===== src/rtl/tt_uart_pkg.sv =====
// tt_uart_pkg: state codes and shared constants
// for the console UART core.
package tt_uart_pkg;

  typedef enum logic [1:0] {
    TX_IDLE,
    TX_START,
    TX_DATA,
    TX_STOP
  } tx_state_e;

  typedef enum logic [2:0] {
    RX_HUNT,
    RX_START,
    RX_DATA,
    RX_STOP,
    RX_WAITHI
  } rx_state_e;

  localparam int PHASE_W = 4;

  // mid-bit sample index inside one oversampled bit
  function automatic logic [PHASE_W-1:0] mid_index(
    input int os
  );
    return PHASE_W'(os / 2 - 1);
  endfunction

endpackage


===== src/rtl/tt_uart_sync.sv =====
// tt_uart_sync: flop-chain synchroniser, optionally
// reduced to a one-clk pulse on the rising edge.
module tt_uart_sync #(
  parameter int STAGES  = 2,
  parameter bit EDGE    = 1'b1,
  parameter bit RST_VAL = 1'b0
) (
  input  logic clk,
  input  logic reset,
  input  logic d,
  output logic q
);

  logic [STAGES-1:0] chain;

  always_ff @(posedge clk) begin
    if (reset) begin
      chain <= {STAGES{RST_VAL}};
    end else begin
      chain <= {chain[STAGES-2:0], d};
    end
  end

  generate
    if (EDGE) begin : g_edge
      logic last;

      always_ff @(posedge clk) begin
        if (reset) begin
          last <= RST_VAL;
        end else begin
          last <= chain[STAGES-1];
        end
      end

      assign q = chain[STAGES-1] & ~last;
    end else begin : g_level
      assign q = chain[STAGES-1];
    end
  endgenerate

endmodule


===== src/rtl/tt_uart_core.sv =====
// tt_uart_core: 8N1-style UART behind the console
// controller, req/ack handshakes on both directions.
module tt_uart_core
  import tt_uart_pkg::*;
#(
  parameter int DATA_BITS   = 8,
  parameter int STOP_BITS   = 1,
  parameter int OVERSAMPLE  = 16,
  parameter int SYNC_STAGES = 2
) (
  input  logic                 clk,
  input  logic                 reset,
  input  logic                 tx_clk,
  input  logic                 rx_clk,
  input  logic                 tx_req,
  input  logic [DATA_BITS-1:0] tx_data,
  output logic                 tx_ack,
  output logic                 tx_empty,
  output logic                 tx_out,
  input  logic                 rx_in,
  input  logic                 rx_req,
  output logic                 rx_ack,
  output logic [DATA_BITS-1:0] rx_data,
  output logic                 rx_empty,
  output logic                 rx_ferr,
  output logic                 rx_overrun
);

  localparam int TXC_MAX =
    (DATA_BITS > STOP_BITS) ? DATA_BITS : STOP_BITS;
  localparam int TXC_W = $clog2(TXC_MAX + 1);
  localparam int RXB_W = $clog2(DATA_BITS);

  localparam logic [TXC_W-1:0] TX_DLAST =
    TXC_W'(DATA_BITS);
  localparam logic [TXC_W-1:0] TX_SLAST =
    TXC_W'(STOP_BITS);
  localparam logic [RXB_W-1:0] RX_BLAST =
    RXB_W'(DATA_BITS - 1);
  localparam logic [PHASE_W-1:0] PH_LAST =
    PHASE_W'(OVERSAMPLE - 1);
  localparam logic [PHASE_W-1:0] PH_MID =
    mid_index(OVERSAMPLE);

  logic tx_tick;
  logic rx_tick;
  logic rx_s;

  tt_uart_sync #(
    .STAGES (SYNC_STAGES),
    .EDGE   (1'b1),
    .RST_VAL(1'b0)
  ) u_tx_sync (
    .clk  (clk),
    .reset(reset),
    .d    (tx_clk),
    .q    (tx_tick)
  );

  tt_uart_sync #(
    .STAGES (SYNC_STAGES),
    .EDGE   (1'b1),
    .RST_VAL(1'b0)
  ) u_rx_sync (
    .clk  (clk),
    .reset(reset),
    .d    (rx_clk),
    .q    (rx_tick)
  );

  tt_uart_sync #(
    .STAGES (SYNC_STAGES),
    .EDGE   (1'b0),
    .RST_VAL(1'b1)
  ) u_line_sync (
    .clk  (clk),
    .reset(reset),
    .d    (rx_in),
    .q    (rx_s)
  );

  // transmitter
  tx_state_e            tx_state;
  tx_state_e            tx_state_n;
  logic [DATA_BITS-1:0] tx_buf;
  logic [DATA_BITS-1:0] tx_buf_n;
  logic [TXC_W-1:0]     tx_cnt;
  logic [TXC_W-1:0]     tx_cnt_n;
  logic                 tx_out_n;
  logic                 tx_ack_n;
  logic                 tx_empty_n;

  always_ff @(posedge clk) begin
    if (reset) begin
      tx_state <= TX_IDLE;
      tx_buf   <= '0;
      tx_cnt   <= '0;
      tx_out   <= 1'b1;
      tx_ack   <= 1'b0;
      tx_empty <= 1'b1;
    end else begin
      tx_state <= tx_state_n;
      tx_buf   <= tx_buf_n;
      tx_cnt   <= tx_cnt_n;
      tx_out   <= tx_out_n;
      tx_ack   <= tx_ack_n;
      tx_empty <= tx_empty_n;
    end
  end

  always_comb begin
    tx_state_n = tx_state;
    tx_buf_n   = tx_buf;
    tx_cnt_n   = tx_cnt;
    tx_out_n   = tx_out;
    tx_ack_n   = tx_ack;
    tx_empty_n = tx_empty;
    if (!tx_req) begin
      tx_ack_n = 1'b0;
    end
    unique case (tx_state)
      TX_IDLE: begin
        if (tx_req && !tx_ack && tx_empty) begin
          tx_buf_n   = tx_data;
          tx_ack_n   = 1'b1;
          tx_empty_n = 1'b0;
          tx_state_n = TX_START;
        end
      end
      TX_START: begin
        if (tx_tick) begin
          tx_out_n   = 1'b0;
          tx_cnt_n   = '0;
          tx_state_n = TX_DATA;
        end
      end
      TX_DATA: begin
        if (tx_tick) begin
          // one tick past the last data bit opens the stop bit
          if (tx_cnt == TX_DLAST) begin
            tx_out_n   = 1'b1;
            tx_cnt_n   = TXC_W'(1);
            tx_state_n = TX_STOP;
          end else begin
            tx_out_n = tx_buf[0];
            tx_buf_n = {1'b0, tx_buf[DATA_BITS-1:1]};
            tx_cnt_n = tx_cnt + TXC_W'(1);
          end
        end
      end
      TX_STOP: begin
        if (tx_tick) begin
          if (tx_cnt == TX_SLAST) begin
            tx_empty_n = 1'b1;
            tx_state_n = TX_IDLE;
          end else begin
            tx_cnt_n = tx_cnt + TXC_W'(1);
          end
        end
      end
      default: tx_state_n = TX_IDLE;
    endcase
  end

  // receiver
  rx_state_e            rx_state;
  rx_state_e            rx_state_n;
  logic [PHASE_W-1:0]   rx_ph;
  logic [PHASE_W-1:0]   rx_ph_n;
  logic [RXB_W-1:0]     rx_bit;
  logic [RXB_W-1:0]     rx_bit_n;
  logic [DATA_BITS-1:0] rx_shift;
  logic [DATA_BITS-1:0] rx_shift_n;
  logic [DATA_BITS-1:0] hold;
  logic [DATA_BITS-1:0] hold_n;
  logic                 hold_ferr;
  logic                 hold_ferr_n;
  logic                 hold_ovr;
  logic                 hold_ovr_n;
  logic                 rx_empty_n;
  logic [DATA_BITS-1:0] rx_data_n;
  logic                 rx_ferr_n;
  logic                 rx_overrun_n;
  logic                 rx_ack_n;
  logic                 rx_accept;

  assign rx_accept = rx_req && !rx_ack && !rx_empty;

  always_ff @(posedge clk) begin
    if (reset) begin
      rx_state   <= RX_HUNT;
      rx_ph      <= '0;
      rx_bit     <= '0;
      rx_shift   <= '0;
      hold       <= '0;
      hold_ferr  <= 1'b0;
      hold_ovr   <= 1'b0;
      rx_empty   <= 1'b1;
      rx_data    <= '0;
      rx_ferr    <= 1'b0;
      rx_overrun <= 1'b0;
      rx_ack     <= 1'b0;
    end else begin
      rx_state   <= rx_state_n;
      rx_ph      <= rx_ph_n;
      rx_bit     <= rx_bit_n;
      rx_shift   <= rx_shift_n;
      hold       <= hold_n;
      hold_ferr  <= hold_ferr_n;
      hold_ovr   <= hold_ovr_n;
      rx_empty   <= rx_empty_n;
      rx_data    <= rx_data_n;
      rx_ferr    <= rx_ferr_n;
      rx_overrun <= rx_overrun_n;
      rx_ack     <= rx_ack_n;
    end
  end

  always_comb begin
    rx_state_n   = rx_state;
    rx_ph_n      = rx_ph;
    rx_bit_n     = rx_bit;
    rx_shift_n   = rx_shift;
    hold_n       = hold;
    hold_ferr_n  = hold_ferr;
    hold_ovr_n   = hold_ovr;
    rx_empty_n   = rx_empty;
    rx_data_n    = rx_data;
    rx_ferr_n    = rx_ferr;
    rx_overrun_n = rx_overrun;
    rx_ack_n     = rx_ack;
    if (!rx_req) begin
      rx_ack_n = 1'b0;
    end
    if (rx_accept) begin
      rx_data_n    = hold;
      rx_ferr_n    = hold_ferr;
      rx_overrun_n = hold_ovr;
      hold_ovr_n   = 1'b0;
      rx_ack_n     = 1'b1;
      rx_empty_n   = 1'b1;
    end
    if (rx_tick) begin
      unique case (rx_state)
        RX_HUNT: begin
          if (!rx_s) begin
            rx_ph_n    = '0;
            rx_state_n = RX_START;
          end
        end
        RX_START: begin
          if (rx_ph == PH_MID) begin
            rx_ph_n    = '0;
            rx_bit_n   = '0;
            rx_state_n = rx_s ? RX_HUNT : RX_DATA;
          end else begin
            rx_ph_n = rx_ph + PHASE_W'(1);
          end
        end
        RX_DATA: begin
          rx_ph_n = rx_ph + PHASE_W'(1);
          if (rx_ph == PH_LAST) begin
            rx_shift_n =
              {rx_s, rx_shift[DATA_BITS-1:1]};
            if (rx_bit == RX_BLAST) begin
              rx_state_n = RX_STOP;
            end else begin
              rx_bit_n = rx_bit + RXB_W'(1);
            end
          end
        end
        RX_STOP: begin
          rx_ph_n = rx_ph + PHASE_W'(1);
          if (rx_ph == PH_LAST) begin
            hold_n      = rx_shift;
            hold_ferr_n = !rx_s;
            rx_empty_n  = 1'b0;
            // a char handed over this cycle is not lost
            if (!rx_empty && !rx_accept) begin
              hold_ovr_n = 1'b1;
            end
            rx_state_n = rx_s ? RX_HUNT : RX_WAITHI;
          end
        end
        RX_WAITHI: begin
          if (rx_s) begin
            rx_state_n = RX_HUNT;
          end
        end
        default: rx_state_n = RX_HUNT;
      endcase
    end
  end

endmodule

===== config.mk =====
export PLATFORM = sky130hd
export DESIGN_NAME = tt_uart_core
export DESIGN_NICKNAME = d
export VERILOG_FILES = /design/src/rtl/tt_uart_pkg.sv /design/src/rtl/tt_uart_sync.sv /design/src/rtl/tt_uart_core.sv
export SDC_FILE = /design/constraint.sdc
export NUM_CORES = 1
export LEC_CHECK = 0
export CELL_PAD_IN_SITES_DETAIL_PLACEMENT = 2
export CELL_PAD_IN_SITES_GLOBAL_PLACEMENT = 2
export CORE_MARGIN = 2
export CORE_UTILIZATION = 36
export CTS_CLUSTER_DIAMETER = 200
export DETAILED_ROUTE_END_ITERATION = 8
export PLACE_DENSITY_LB_ADDON = 0.1
export SLEW_MARGIN = 20
export SYNTH_ARGS = -nofsm -noshare
export SYNTH_HDL_FRONTEND = slang
export SYNTH_SLANG_ARGS = --single-unit

===== constraint.sdc =====
create_clock -name clk -period 2.61 [get_ports clk]
set_input_delay 0.522 -clock clk [delete_from_list [all_inputs] [get_ports clk]]
set_output_delay 0.522 -clock clk [all_outputs]
set_load 0.02 [all_outputs]

==> flow_summary.yaml <==
cts:
  cts_tree: "built"
  cts.repair_timing.setup_buffer_count: 0
  cts.clk_slew.worst_paths_ps: 80
  ctsLongestPathBuffers: 2
  post_cts_hold_buffer_count: 0
  clock_network_latency_to_the_later_pin_of_the_worst_skew_pair_ps: 340
  cts_inserted_buffers: 9
  cts-htree-levels: 3
  cts_root_buf: "sky130_fd_sc_hd__clkbuf_8"
  cts.sink_count: 65
  cts_resized: 0
timing:
  number_of_failing_hold_endpoints_at_the_final_stage: 0
  max_slew_vio_count: 0
  setup_tns_ps: 0
  timing.final.setup_violations: 0
  grt_setup_unrepaired: "no"
  min_period_over_period: 0.773
  slew_headroom: 0.617
  post-route-min-period_ps: 2020
  fmax_ghz: 0.496
  clock_skew_ps: 11.1
  worst-slew-pin-transition_ps: 574
layout:
  antenna_cells_inserted: 0
  final_design_area_no_fill_um2: 3550
  final_cell_count_no_fill: 440
  fin_nets: 358
  num-fill-cells: 856
  final_layout_size_suffix_gt1_frac: 0.127
  area_growth_pct: 21.0
worst_hold_path:
  hold_path_depth: 1
  hold_path.class: "reg -> reg"
power_and_ir_drop:
  totalPowerFinal_mw: 2.79
  powerDensity_nw_per_um2: 786
  power.leakage_nw: 1.34
  power.ir.vdd_worst_mv: 0.296
floorplan:
  core_box_area_um2: 7810
  die-area_um2: 8880
  placement_rows: 32
  design.portCount: 30
  die-height_um: 94.2
  initial_utilization: 0.375
  die_w_um: 94.2
grt:
  globalRouteOverflowTotal: 0
  grt_antenna_before_repair: 0
  grt_pass1_vias: 2452
  first_pass_grt_wire_length_mm: 12.0
  grt_start_max_net_pins: 36
  gr-usage-all-layers: 0.174
place:
  placedInstanceArea_um2: 3320
  dp_cells: 424
  post-dp-hpwl_mm: 4.62
  gp_routability_congestion: 0.744
  port_buffer_cells: 29
route:
  totalWireLength_mm: 7.11
  via_per_inst: 5.13
  drt_pass1_iterations: 4
  num_vias: 2259
  detail_route.wl_per_cell_um: 16.2
  detail_route.iter0.violations: 54
  detail_route.drc_violations: 0
  antenna_left: 0
synthesis:
  post_synthesis_instance_area_um2: 2930
  synth_async_sr_flop_share: 0
  most_common_cell_in_the_synthesized_netlist: "sky130_fd_sc_hd__dfxtp_1"
  synth_cell_type_count: 51
  synth_enable_flop_cells: 0
  yosysTopAreaCellShare: 0.444
  synth_cell_count_leaders: "sky130_fd_sc_hd__dfxtp_1, sky130_fd_sc_hd__mux2i_1, sky130_fd_sc_hd__nor2_1"
  ys_warn_count: 0
  postSynthCellCount: 303
  synthesized_netlist_net_count: 328
  ys.flop_type: "sky130_fd_sc_hd__dfxtp_1"
  postSynthRegisterBits: 65
  sequential_area_share_after_synthesis: 0.444
  synth.avg_cell_area_um2: 9.68
  yosys-top-cells-area: "sky130_fd_sc_hd__dfxtp_1, sky130_fd_sc_hd__mux2i_1, sky130_fd_sc_hd__ha_1"
  synth.largest_area_cell: "sky130_fd_sc_hd__dfxtp_1"
outcome:
  run_status: "completed"
setup_path:
  cp_data_required_time_ps: 2850
  ff_to_ff_end: "rx_bit[0]$_SDFFE_PP0P_"
  worstSetupEndpoint: "rx_bit[0]$_SDFFE_PP0P_"
  timing.critical_path.to_type: "flip-flop"
  critical_path_peak_fanout: 6
  ff2ff_path_depth: 5
  setup.worst_path.start: "rx_ph[0]$_SDFFE_PP0P_"
  setup.worst_path.class: "reg -> reg"
  r2r_start: "rx_ph[0]$_SDFFE_PP0P_"
  startpoint_type: "flip-flop"
  worst-endpoint-arrival_ps: 2250
  regToRegSetupSlack_ps: 590
flow_run:
  max_cap_violations: 0
==> critical path, cell delays in order (launching register included) <==
cell and delay (ps):
sky130_fd_sc_hd__dfxtp_1 380, sky130_fd_sc_hd__ha_1 270, sky130_fd_sc_hd__and3_1 260, sky130_fd_sc_hd__o22ai_1 170
sky130_fd_sc_hd__or4b_4 550, sky130_fd_sc_hd__mux2_2 290
==> kinds of logic (layout without fill, tap and decap cells) <==
family                   after synthesis  in the layout  share of synthesized area
AO/OA/AOI/OAI                         59             59                      0.138
AND/OR/NAND/NOR                      101            101                      0.197
flip-flops                            65             65                      0.444
buffers and inverters                 29             64                     0.0448
XOR/XNOR                               1              1                    0.00299
multiplexers                          38             38                      0.131
adder cells (fa/ha/maj)               10             10                     0.0427
==> cell type report <==
| type | count | area (µm²) | area share |
|---|---|---|---|
| multi-input cells | 209 | 1510 | 0.426 |
| clock buffers | 9 | 124 | 0.0349 |
| flip-flops and latches | 65 | 1300 | 0.367 |
| repair buffers | 36 | 338 | 0.0953 |
| clock inverters | 7 | 101 | 0.0286 |
| well taps | 102 | 128 | 0.0360 |
| inverters | 12 | 45.0 | 0.0127 |
==> worst min path at each step <==
| stage | endpoint | from | slack (ps) |
|---|---|---|---|
| final | u_line_sync.chain[1]$_SDFF_PP1_ | u_line_sync.chain[0]$_SDFF_PP1_ | 430 |
| after global routing | u_line_sync.chain[1]$_SDFF_PP1_ | u_line_sync.chain[0]$_SDFF_PP1_ | 450 |
| after CTS | u_line_sync.chain[1]$_SDFF_PP1_ | u_line_sync.chain[0]$_SDFF_PP1_ | 440 |
| after detailed placement | u_line_sync.chain[1]$_SDFF_PP1_ | u_line_sync.chain[0]$_SDFF_PP1_ | 400 |
| after global placement | u_line_sync.chain[1]$_SDFF_PP1_ | u_line_sync.chain[0]$_SDFF_PP1_ | 390 |
| after floorplan | u_line_sync.chain[1]$_SDFF_PP1_ | u_line_sync.chain[0]$_SDFF_PP1_ | 390 |
==> layout by cell type, fill, tap and decap left out, drive strengths merged, types with 3 or more instances in the layout <==
master / synthesis / routed
a211o: 3 / 3
a21o: 3 / 3
a21oi: 20 / 20
a311oi: 8 / 8
buf: 9 / 8
clkbuf: 8 / 9
clkdlybuf4s50: 0 / 28
dfxtp: 65 / 65
ha: 10 / 10
inv: 12 / 14
mux2i: 36 / 36
nand2: 8 / 8
nand2b: 8 / 8
nand3: 7 / 7
nand3b: 5 / 5
nor2: 32 / 32
nor2b: 12 / 12
nor3: 5 / 5
o21ai: 6 / 6
or3: 4 / 4
or3b: 6 / 6
==> stage by stage <==
step / util / hold slack, ps / worst slack, ps
2_1_floorplan: - / 389 / 652
3_3_place_gp: 0.425 / 395 / 615
3_5_place_dp: 0.425 / 399 / 536
4_1_cts: 0.454 / 435 / 570
5_1_grt: 0.454 / 452 / 427
6_report: 0.454 / 429 / 593
==> sequential cells by signal, indices dropped and copies added, names as in the netlist, 3 cells and up, named ones only <==
name / flops
tx_buf: 8
rx_data: 8
rx_ph: 4
hold: 8
rx_state: 3
rx_shift: 8
tx_cnt: 4
rx_bit: 3
==> routing by layer <==
metal	share of wire	GRT usage
met2	0.49	0.293
met1	0.47	0.219
met4	0.011	0.0616
met3	0.025	0.0345
met5	0	0
==> where the power goes <==
group,switching [mW],internal [mW]
Sequential,0.0606,1.08
Clock,0.430,0.546
Combinational,0.397,0.270
Total,0.887,1.90
Power figures use the tool's default switching activity.
